`config.mk`:
```
export PLATFORM = sky130hd
export DESIGN_NAME = aes_output_buffer
export DESIGN_NICKNAME = d
export VERILOG_FILES = /design/src/rtl/aes_output_buffer.sv
export SDC_FILE = /design/constraint.sdc
export NUM_CORES = 1
export LEC_CHECK = 0
export BUFFER_PORTS_ARGS = -buffer_cell sky130_fd_sc_hd__clkbuf_2
export CORE_ASPECT_RATIO = 0.7
export CORE_MARGIN = 1.5
export CORE_UTILIZATION = 50
export CTS_CLUSTER_DIAMETER = 150
export DETAILED_ROUTE_END_ITERATION = 12
export PLACE_DENSITY = 0.72
export RECOVER_POWER = 50
export SETUP_SLACK_MARGIN = 0.1
export SLEW_MARGIN = 10
export SYNTH_ARGS = -nofsm -noshare
export SYNTH_HDL_FRONTEND = slang
export SYNTH_SLANG_ARGS = --single-unit
```
`constraint.sdc`:
```
create_clock -name clk -period 5.34 [get_ports clk]
set_input_delay 1.335 -clock clk [delete_from_list [all_inputs] [get_ports clk]]
set_output_delay 1.335 -clock clk [all_outputs]
set_load 0.05 [all_outputs]
```
`src/rtl/aes_output_buffer.sv`:
```
// rtl/aes_output_buffer.sv - ciphertext block FIFO draining 128-bit blocks as 32-bit stream words
module aes_output_buffer #(
  parameter  int DEPTH = 4,
  localparam int PTR_W = $clog2(DEPTH)
) (
  input  logic             clk,
  input  logic             n_rst,
  input  logic [127:0]     i_data_output,
  input  logic             i_data_done,
  output logic             o_is_full,
  output logic [31:0]      o_word,
  output logic             o_word_valid,
  input  logic             i_word_ready,
  output logic             o_word_last,
  output logic             o_empty,
  output logic [PTR_W:0]   o_count
);

  logic [127:0]     mem_q [DEPTH];
  logic [PTR_W-1:0] wr_ptr_q, wr_ptr_d;
  logic [PTR_W-1:0] rd_ptr_q, rd_ptr_d;
  logic [PTR_W:0]   count_q, count_d;
  logic [1:0]       word_idx_q, word_idx_d;
  logic             push, xfer, pop;
  logic [127:0]     head;
  logic [31:0]      word_sel;

  // Full is decoded from the registered count so a drain from full costs one bubble cycle.
  assign o_is_full    = (count_q == (PTR_W+1)'(DEPTH));
  assign o_empty      = (count_q == '0);
  assign o_count      = count_q;
  assign o_word_valid = ~o_empty;
  assign o_word_last  = o_word_valid & (word_idx_q == 2'd3);

  assign push = i_data_done & ~o_is_full;
  assign xfer = o_word_valid & i_word_ready;
  assign pop  = xfer & (word_idx_q == 2'd3);

  assign head = mem_q[rd_ptr_q];

  always_comb begin
    word_sel = '0;
    case (word_idx_q)
      2'd0: word_sel = head[127:96];
      2'd1: word_sel = head[95:64];
      2'd2: word_sel = head[63:32];
      2'd3: word_sel = head[31:0];
      default: word_sel = '0;
    endcase
  end

  assign o_word = o_word_valid ? word_sel : 32'h0;

  always_comb begin
    wr_ptr_d   = wr_ptr_q;
    rd_ptr_d   = rd_ptr_q;
    count_d    = count_q;
    word_idx_d = word_idx_q;
    if (push) wr_ptr_d = wr_ptr_q + PTR_W'(1);
    if (xfer) word_idx_d = word_idx_q + 2'd1;
    if (pop)  rd_ptr_d = rd_ptr_q + PTR_W'(1);
    case ({push, pop})
      2'b10:   count_d = count_q + (PTR_W+1)'(1);
      2'b01:   count_d = count_q - (PTR_W+1)'(1);
      default: count_d = count_q;
    endcase
  end

  always_ff @(posedge clk) begin
    if (!n_rst) begin
      wr_ptr_q   <= '0;
      rd_ptr_q   <= '0;
      count_q    <= '0;
      word_idx_q <= '0;
    end else begin
      wr_ptr_q   <= wr_ptr_d;
      rd_ptr_q   <= rd_ptr_d;
      count_q    <= count_d;
      word_idx_q <= word_idx_d;
    end
  end

  // Storage is deliberately left out of reset; count alone decides what is valid.
  always_ff @(posedge clk) begin
    if (n_rst && push) mem_q[wr_ptr_q] <= i_data_output;
  end

endmodule

```
==> results of run 1 <==
[cells in the mapped netlist (all sizes together), types with 2 or more instances]
cell type and n:
o22ai 30, dfxtp 11, nand2 35, a21boi 2, a32oi 31, buf 38, xnor2 5, and2 7
clkbuf 24, edfxtp 512, a211oi 31, a31oi 31, nor2b 5, inv 10, mux2 31, and3 5
o21ai 35, mux2i 66, a21oi 2, mux4 64, ha 9
[kinds of logic after synthesis]
logic type | share of synthesized area (%)
AOI/OAI and AO/OA | 5.58
xor gates and xnor gates | 0.263
adders and majority gates | 0.663
buffers and inverters | 1.86
DFF | 77.9
muxes | 12.2
and+or+nand+nor | 1.48
[power groups by stage]
stage                     clock [mW]  sequential, mW  combinational [mW]
after floorplan                    0            4.76               0.349
after global placement             0            4.74               0.603
after detailed placement           0            4.74               0.611
after CTS                       3.38            4.66               0.615
after global routing            3.55            4.66               0.639
final                           3.34            4.66               0.597
[placed cells by master, fill, tap and decap left out, types with 2 or more instances in the layout]
| cell | netlist | routed |
|---|---|---|
| clkinv_1 | 0 | 15 |
| a211oi_1 | 30 | 30 |
| ha_1 | 9 | 6 |
| inv_1 | 10 | 8 |
| o22ai_1 | 30 | 30 |
| a32oi_1 | 31 | 31 |
| clkbuf_2 | 0 | 42 |
| a31oi_1 | 31 | 31 |
| and2_1 | 6 | 5 |
| dfxtp_1 | 11 | 9 |
| buf_12 | 0 | 6 |
| dfxtp_4 | 0 | 2 |
| nor2b_1 | 4 | 4 |
| a21oi_1 | 2 | 2 |
| clkbuf_1 | 24 | 139 |
| diode_2 | 0 | 8 |
| o21ai_0 | 35 | 35 |
| xnor2_1 | 5 | 5 |
| mux4_2 | 64 | 64 |
| bufinv_16 | 0 | 4 |
| clkinvlp_4 | 0 | 3 |
| and3_4 | 0 | 3 |
| nand2_1 | 35 | 34 |
| mux2i_1 | 66 | 66 |
| edfxtp_1 | 512 | 512 |
| and3_1 | 5 | 2 |
| a21boi_0 | 2 | 2 |
| clkbuf_16 | 0 | 49 |
| clkinv_2 | 0 | 7 |
| ha_2 | 0 | 3 |
| mux2_2 | 31 | 31 |
| inv_6 | 0 | 2 |
| buf_4 | 14 | 12 |
[routing by layer]
metal	up-vias	GRT usage, %	part of all wire (%)
li1	4508	-	-
met1	5316	29.7	44
met2	353	32.9	47
met3	62	6.07	7.7
met4	8	4.76	1.1
met5	-	0	0.13
[worst min-delay path by stage]
stage,startpoint,endpoint,depth (start not counted)
final,word_idx_q[1],word_idx_q[1],2
after floorplan,word_idx_q[1],word_idx_q[1],2
after detailed placement,word_idx_q[1],word_idx_q[1],2
after CTS,word_idx_q[1],word_idx_q[1],2
after global placement,word_idx_q[1],word_idx_q[1],2
after global routing,word_idx_q[1],word_idx_q[1],2
[critical path, delay by kind of cell, from the launching register on]
family / cells / cell delay [ns]
adders and majority gates: 1 / 0.18
buffers and inverters: 4 / 1.64
AOI/OAI and AO/OA: 2 / 0.41
DFF: 1 / 0.35
[flip-flops by register name, indices dropped and copies added, names as in the netlist, named ones only]
register	flops
rd_ptr_q	2
mem_q	512
wr_ptr_q	2
word_idx_q	2
o_count	3
[area by class of cell]
class	count	area, µm²	area share (%)
sequential	523	15600	68.3
multi-input combinational	403	4090	17.9
clock buffer	60	1270	5.55
timing repair buffer	188	901	3.94
tap	535	669	2.93
clock inverter	30	253	1.11
inverter	10	37.5	0.164
antenna	8	20.0	0.0877
[stage by stage]
| stage | hold slack, ns | util [%] | std cells | worst slack, ns | total power, mW |
|---|---|---|---|---|---|
| floorplan | 0.476 | - | 998 | 0.132 | 5.11 |
| global placement | 0.498 | 54.2 | 1659 | 1.47 | 5.34 |
| detailed placement | 0.530 | 54.2 | 1659 | 1.50 | 5.35 |
| CTS | 0.539 | 58.0 | 1749 | 0.876 | 8.66 |
| global route | 0.572 | 57.6 | 1751 | 0.693 | 8.85 |
| finish | 0.532 | 57.6 | 1757 | 0.855 | 8.59 |
==> reports/results.txt, run 1 <==
1st-pass router iterations: 5
dpl cell area: 21500 µm²
Post-synth ARST share: 0%
Setup crit end: o_word[19]
Initial Utilization: 50.5%
cts bufs inserted: 49
worst min-delay path category: reg -> reg
total clock sinks: 523
Avg Cell Area, Syn: 20.1 µm²
fmax: 0.223 GHz
CP Cell Sequence: inv_1, ha_2, clkinv_1, buf_4, o21ai_0, a31oi_1, clkbuf_2
crit path launch: word_idx_q[0]
pwr/cell area: 376 nW/µm²
count of mapped cells out of synthesis: 998
Clk network pwr share: 38.8%
static leakage: 6.88 nW
initial antenna violation count: 11
PortBufs: 170
Final Cell Area: 22800 µm²
critical path's largest stage delay: 0.74 ns
Post-Syn Area: 20000 µm²
Critical Path Slowest Stage Cell: clkinv_1
internal power: 6.66 mW
Yosys top cell area share: 76.8%
Overflow after GRT: 0
sw frac: 22.5%
Startpoint Class: register
status: finished, violations left
vias in the first global route: 10400
worst reg-to-reg setup slack: 1.94 ns
Final Net Count: 1317
clk_skew: 0.0278 ns
Crit Path Max Fanout: 22
# Max-Cap Violations: 1
area leader, netlist: edfxtp_1
routed vias: 10200
Clock Latency Late Sink: 0.57 ns
via/cell ratio: 5.83
die width: 242 µm
number of setup violations in the final report: 0
register area share after synthesis: 77.9%
total wire length: 43400 µm
CP Data Required Time: 4.01 ns
Post-CTS Setup Bufs: 0
Core Box Area: 39600 µm²
final max-slew violation count: 31
ys flop type: edfxtp_1
top cells by area, synth: edfxtp_1, mux4_2, mux2i_1
syn nets: 1140
ratio of cells with drive above 1 in the final layout: 19.4%
P_sw: 1.93 mW
drt wl/cell: 24.7 µm
DRC: 0
Synth cell types: 41
ANT nets after route: 0
number of synthesized flops with an enable pin: 512
Setup crit end kind: output port
clock tree buffer depth: 3
DR iter-0 viols: 923
Setup TNS: 0 ns
Final Hold Fails: 0
CTS hold repair buffers: 0
#FFs+latches synth: 523
critical path arrival: 3.15 ns
CTS resizes: 0
Worst Tran Pin Value: 1.74 ns
Fillers: 3001
worst r2r src: o_count[2]
clock-pin slew on the worst setup and hold paths: 0.06 ns
Critical R2R Capture: mem_q[2][17]
r2r worst-path depth: 4
Ports: 171
maximum vdd drop: 0.000301 V
CTS tree: done
crit path kind: reg -> out
first-pass GRT wire length: 64600 µm
H-tree levels: 2
die area: 41300 µm²
unrepaired setup endpoints after global routing: false
min Tclk post-route: 4.49 ns
fin crit share: 84.0%
Gate power share: 6.9%
pin count of the biggest net entering global routing: 81
die height: 170 µm
relative slew slack: -15.8%
detailed-placement wirelength estimate: 24900 µm
row count: 61
violated checks: max-capacitance violations, max-slew violations
clk root buf: clkbuf_16
sequential cell fraction of total power: 54.2%
RePlAce Congestion: 0.779
Yosys warnings: 0
Area Overhead vs Synth: 14.1%
GRT Overall Usage: 21.1%
No activity file was read; power rests on OpenSTA's default activity.
==> run 2, diff against run 1 <==
--- a/config.mk
+++ b/config.mk
@@ -11,7 +11,7 @@
 export CORE_UTILIZATION = 50
 export CTS_CLUSTER_DIAMETER = 150
 export DETAILED_ROUTE_END_ITERATION = 12
-export PLACE_DENSITY = 0.72
+export PLACE_DENSITY = 0.7
 export RECOVER_POWER = 50
 export SETUP_SLACK_MARGIN = 0.1
 export SLEW_MARGIN = 10
==> constraint.sdc (replaced) <==
create_clock -name clk -period 4.5 [get_ports clk]
set_input_delay 1.125 -clock clk [delete_from_list [all_inputs] [get_ports clk]]
set_output_delay 1.125 -clock clk [all_outputs]
set_load 0.05 [all_outputs]
==> reports/results.txt, run 2 (synthesis gave the netlist of run 1 again) <==
Worst Tran Pin Value: 1.28 ns (was 1.74 ns)
pin count of the biggest net entering global routing: 70 (was 81)
# Max-Cap Violations: 0 (was 1)
dpl cell area: 21600 µm² (was 21500 µm²)
worst min-delay path category: reg -> reg (unchanged)
PortBufs: 170 (unchanged)
fmax: 0.239 GHz
Hold Startpoint: word_idx_q[1] (unchanged)
Core Box Area: 39600 µm² (unchanged)
cts bufs inserted: 48 (was 49)
most frequent cells in the layout: edfxtp_1, clkbuf_1, mux2i_1, mux4_2, clkbuf_16 (unchanged)
detailed-placement wirelength estimate: 25000 µm (was 24900 µm)
total clock sinks: 523 (unchanged)
Final Cell Area: 22900 µm² (was 22800 µm²)
r2r worst-path depth: 4 (unchanged)
CP Data Required Time: 3.38 ns (was 4.01 ns)
Startpoint Class: register (unchanged)
total wire length: 43100 µm (was 43400 µm)
Final Net Count: 1325 (was 1317)
ANT nets after route: 0 (unchanged)
relative slew slack: 14.5% (was -15.8%)
area of the multi-input gates: 4080 µm² (was 4090 µm²)
Ports: 171 (unchanged)
clk root buf: clkbuf_16 (unchanged)
Final Hold Fails: 0 (unchanged)
die width: 242 µm (unchanged)
max reg flops: 512 (unchanged)
Critical R2R Capture: mem_q[1][78] (was mem_q[2][17])
CTS tree: done (unchanged)
pwr/cell area: 441 nW/µm² (was 376 nW/µm²)
routed vias: 10200 (about the same)
unrepaired setup endpoints after global routing: false (unchanged)
# placed instances: 1668 (was 1659)
Setup crit end kind: output port (unchanged)
Crit Path Max Fanout: 34 (was 22)
drt wl/cell: 24.5 µm (was 24.7 µm)
DRC: 0 (unchanged)
ratio of cells with drive above 1 in the final layout: 19.2% (was 19.4%)
worst r2r src: o_count[0] (was o_count[2])
vias in the first global route: 10400 (about the same)
die height: 170 µm (unchanged)
Tot Pwr: 10.1 mW (was 8.59 mW)
maximum vdd drop: 0.000353 V (was 0.000301 V)
Fillers: 2973 (was 3001)
Final Instance Count excl. Fillers: 1755 (was 1757)
Area Overhead vs Synth: 14.2% (was 14.1%)
first-pass GRT wire length: 64200 µm (was 64600 µm)
clk_skew: 0.0267 ns (was 0.0278 ns)
initial antenna violation count: 5 (was 11)
final core occ: 57.7% (was 57.6%)
Overflow after GRT: 0 (unchanged)
status: finished, final reports clean (was finished, violations left)
GRT Overall Usage: 20.9% (was 21.1%)
via/cell ratio: 5.82 (was 5.83)
Hold Path Sink: word_idx_q[1] (unchanged)
static leakage: 6.90 nW (was 6.88 nW)
Reg with most FFs: mem_q (unchanged)
critical path arrival: 3.06 ns (was 3.15 ns)
Setup TNS: 0 ns (unchanged)
RePlAce Congestion: 0.717 (was 0.779)
number of setup violations in the final report: 0 (unchanged)
clock-pin slew on the worst setup and hold paths: 0.06 ns (about the same)
crit path kind: reg -> out (unchanged)
1st-pass router iterations: 7 (was 5)
DR iter-0 viols: 920 (was 923)
Clock Latency Late Sink: 0.58 ns (was 0.57 ns)
commonest non-fill, non-tap cell in the layout: edfxtp_1 (unchanged)
H-tree levels: 2 (unchanged)
worst reg-to-reg setup slack: 1.58 ns (was 1.94 ns)
CTS hold repair buffers: 0 (unchanged)
final max-slew violation count: 0 (was 31)
clock tree buffer depth: 3 (unchanged)
Initial Utilization: 50.5% (unchanged)
fin crit share: 93.0%
die area: 41300 µm² (unchanged)
Register Area: 15600 µm² (unchanged)
worst hold path depth: 2 (unchanged)
min Tclk post-route: 4.19 ns
row count: 61 (unchanged)
[run 2: cell types whose count changed in the layout (fill, tap and decap cells not counted), sizes merged]
cell and delta:
clkbuf +4, clkinv -8, bufinv -1, diode -4
buf +9, clkinvlp -2
[run 2: how the worst max path moves through the flow]
stage            endpoint  slack (ns)  depth (start not counted)           from
5_1_grt         o_word[3]        0.18                          6  word_idx_q[0]
3_3_place_gp   o_word[17]        0.94                          7  word_idx_q[0]
2_1_floorplan  o_word[23]        0.38                          6     o_count[0]
6_report       o_word[15]        0.31                          8  word_idx_q[0]
3_5_place_dp   o_word[17]        0.86                          7  word_idx_q[0]
4_1_cts        o_word[17]        0.24                          7  word_idx_q[0]
[run 2: final cells by class]
cell class / instances / area share (%)
Sequential cell: 523 / 68.3
Inverter: 10 / 0.181
Antenna cell: 4 / 0.0438
Tap cell: 535 / 2.93
Clock buffer: 64 / 5.52
Multi-Input combinational cell: 403 / 17.9
Timing Repair Buffer: 197 / 4.40
Clock inverter: 19 / 0.816
[run 2: report_power, final]
part           switching, mW  internal (mW)  leakage, nW
combinational          0.535          0.184         1.46
sequential            0.0311           5.49         4.74
clock                   1.69           2.14        0.699
total                   2.26           7.82         6.90
[run 2: critical path, stage by stage, from the launching register on]
cell and delay (ns):
dfxtp_1 0.35, inv_1 0.11, ha_2 0.18, buf_4 0.49
nor2b_4 0.26, buf_4 0.31, a32oi_1 0.10, a31oi_1 0.33
clkbuf_2 0.34
[run 2: metrics by stage]
step / hold WS [ns] / setup slack (ns)
2_1_floorplan: 0.476 / 0.384
3_3_place_gp: 0.497 / 0.938
3_5_place_dp: 0.513 / 0.865
4_1_cts: 0.522 / 0.239
5_1_grt: 0.558 / 0.183
6_report: 0.516 / 0.315
[run 2: routing by layer]
metal  vias up  global-route usage (%)  share of wire [%]
met5         -                       0              0.016
met4         2                    3.70                1.1
met3        44                    4.70                8.0
met2       393                    32.6                 47
met1      5253                    30.8                 44
li1       4521                       -                  -
[run 2: repair_timing]
item	in CTS	in global routing
setup endpoints to repair	0	4
gates resized for setup	0	1
setup buffers	0	0
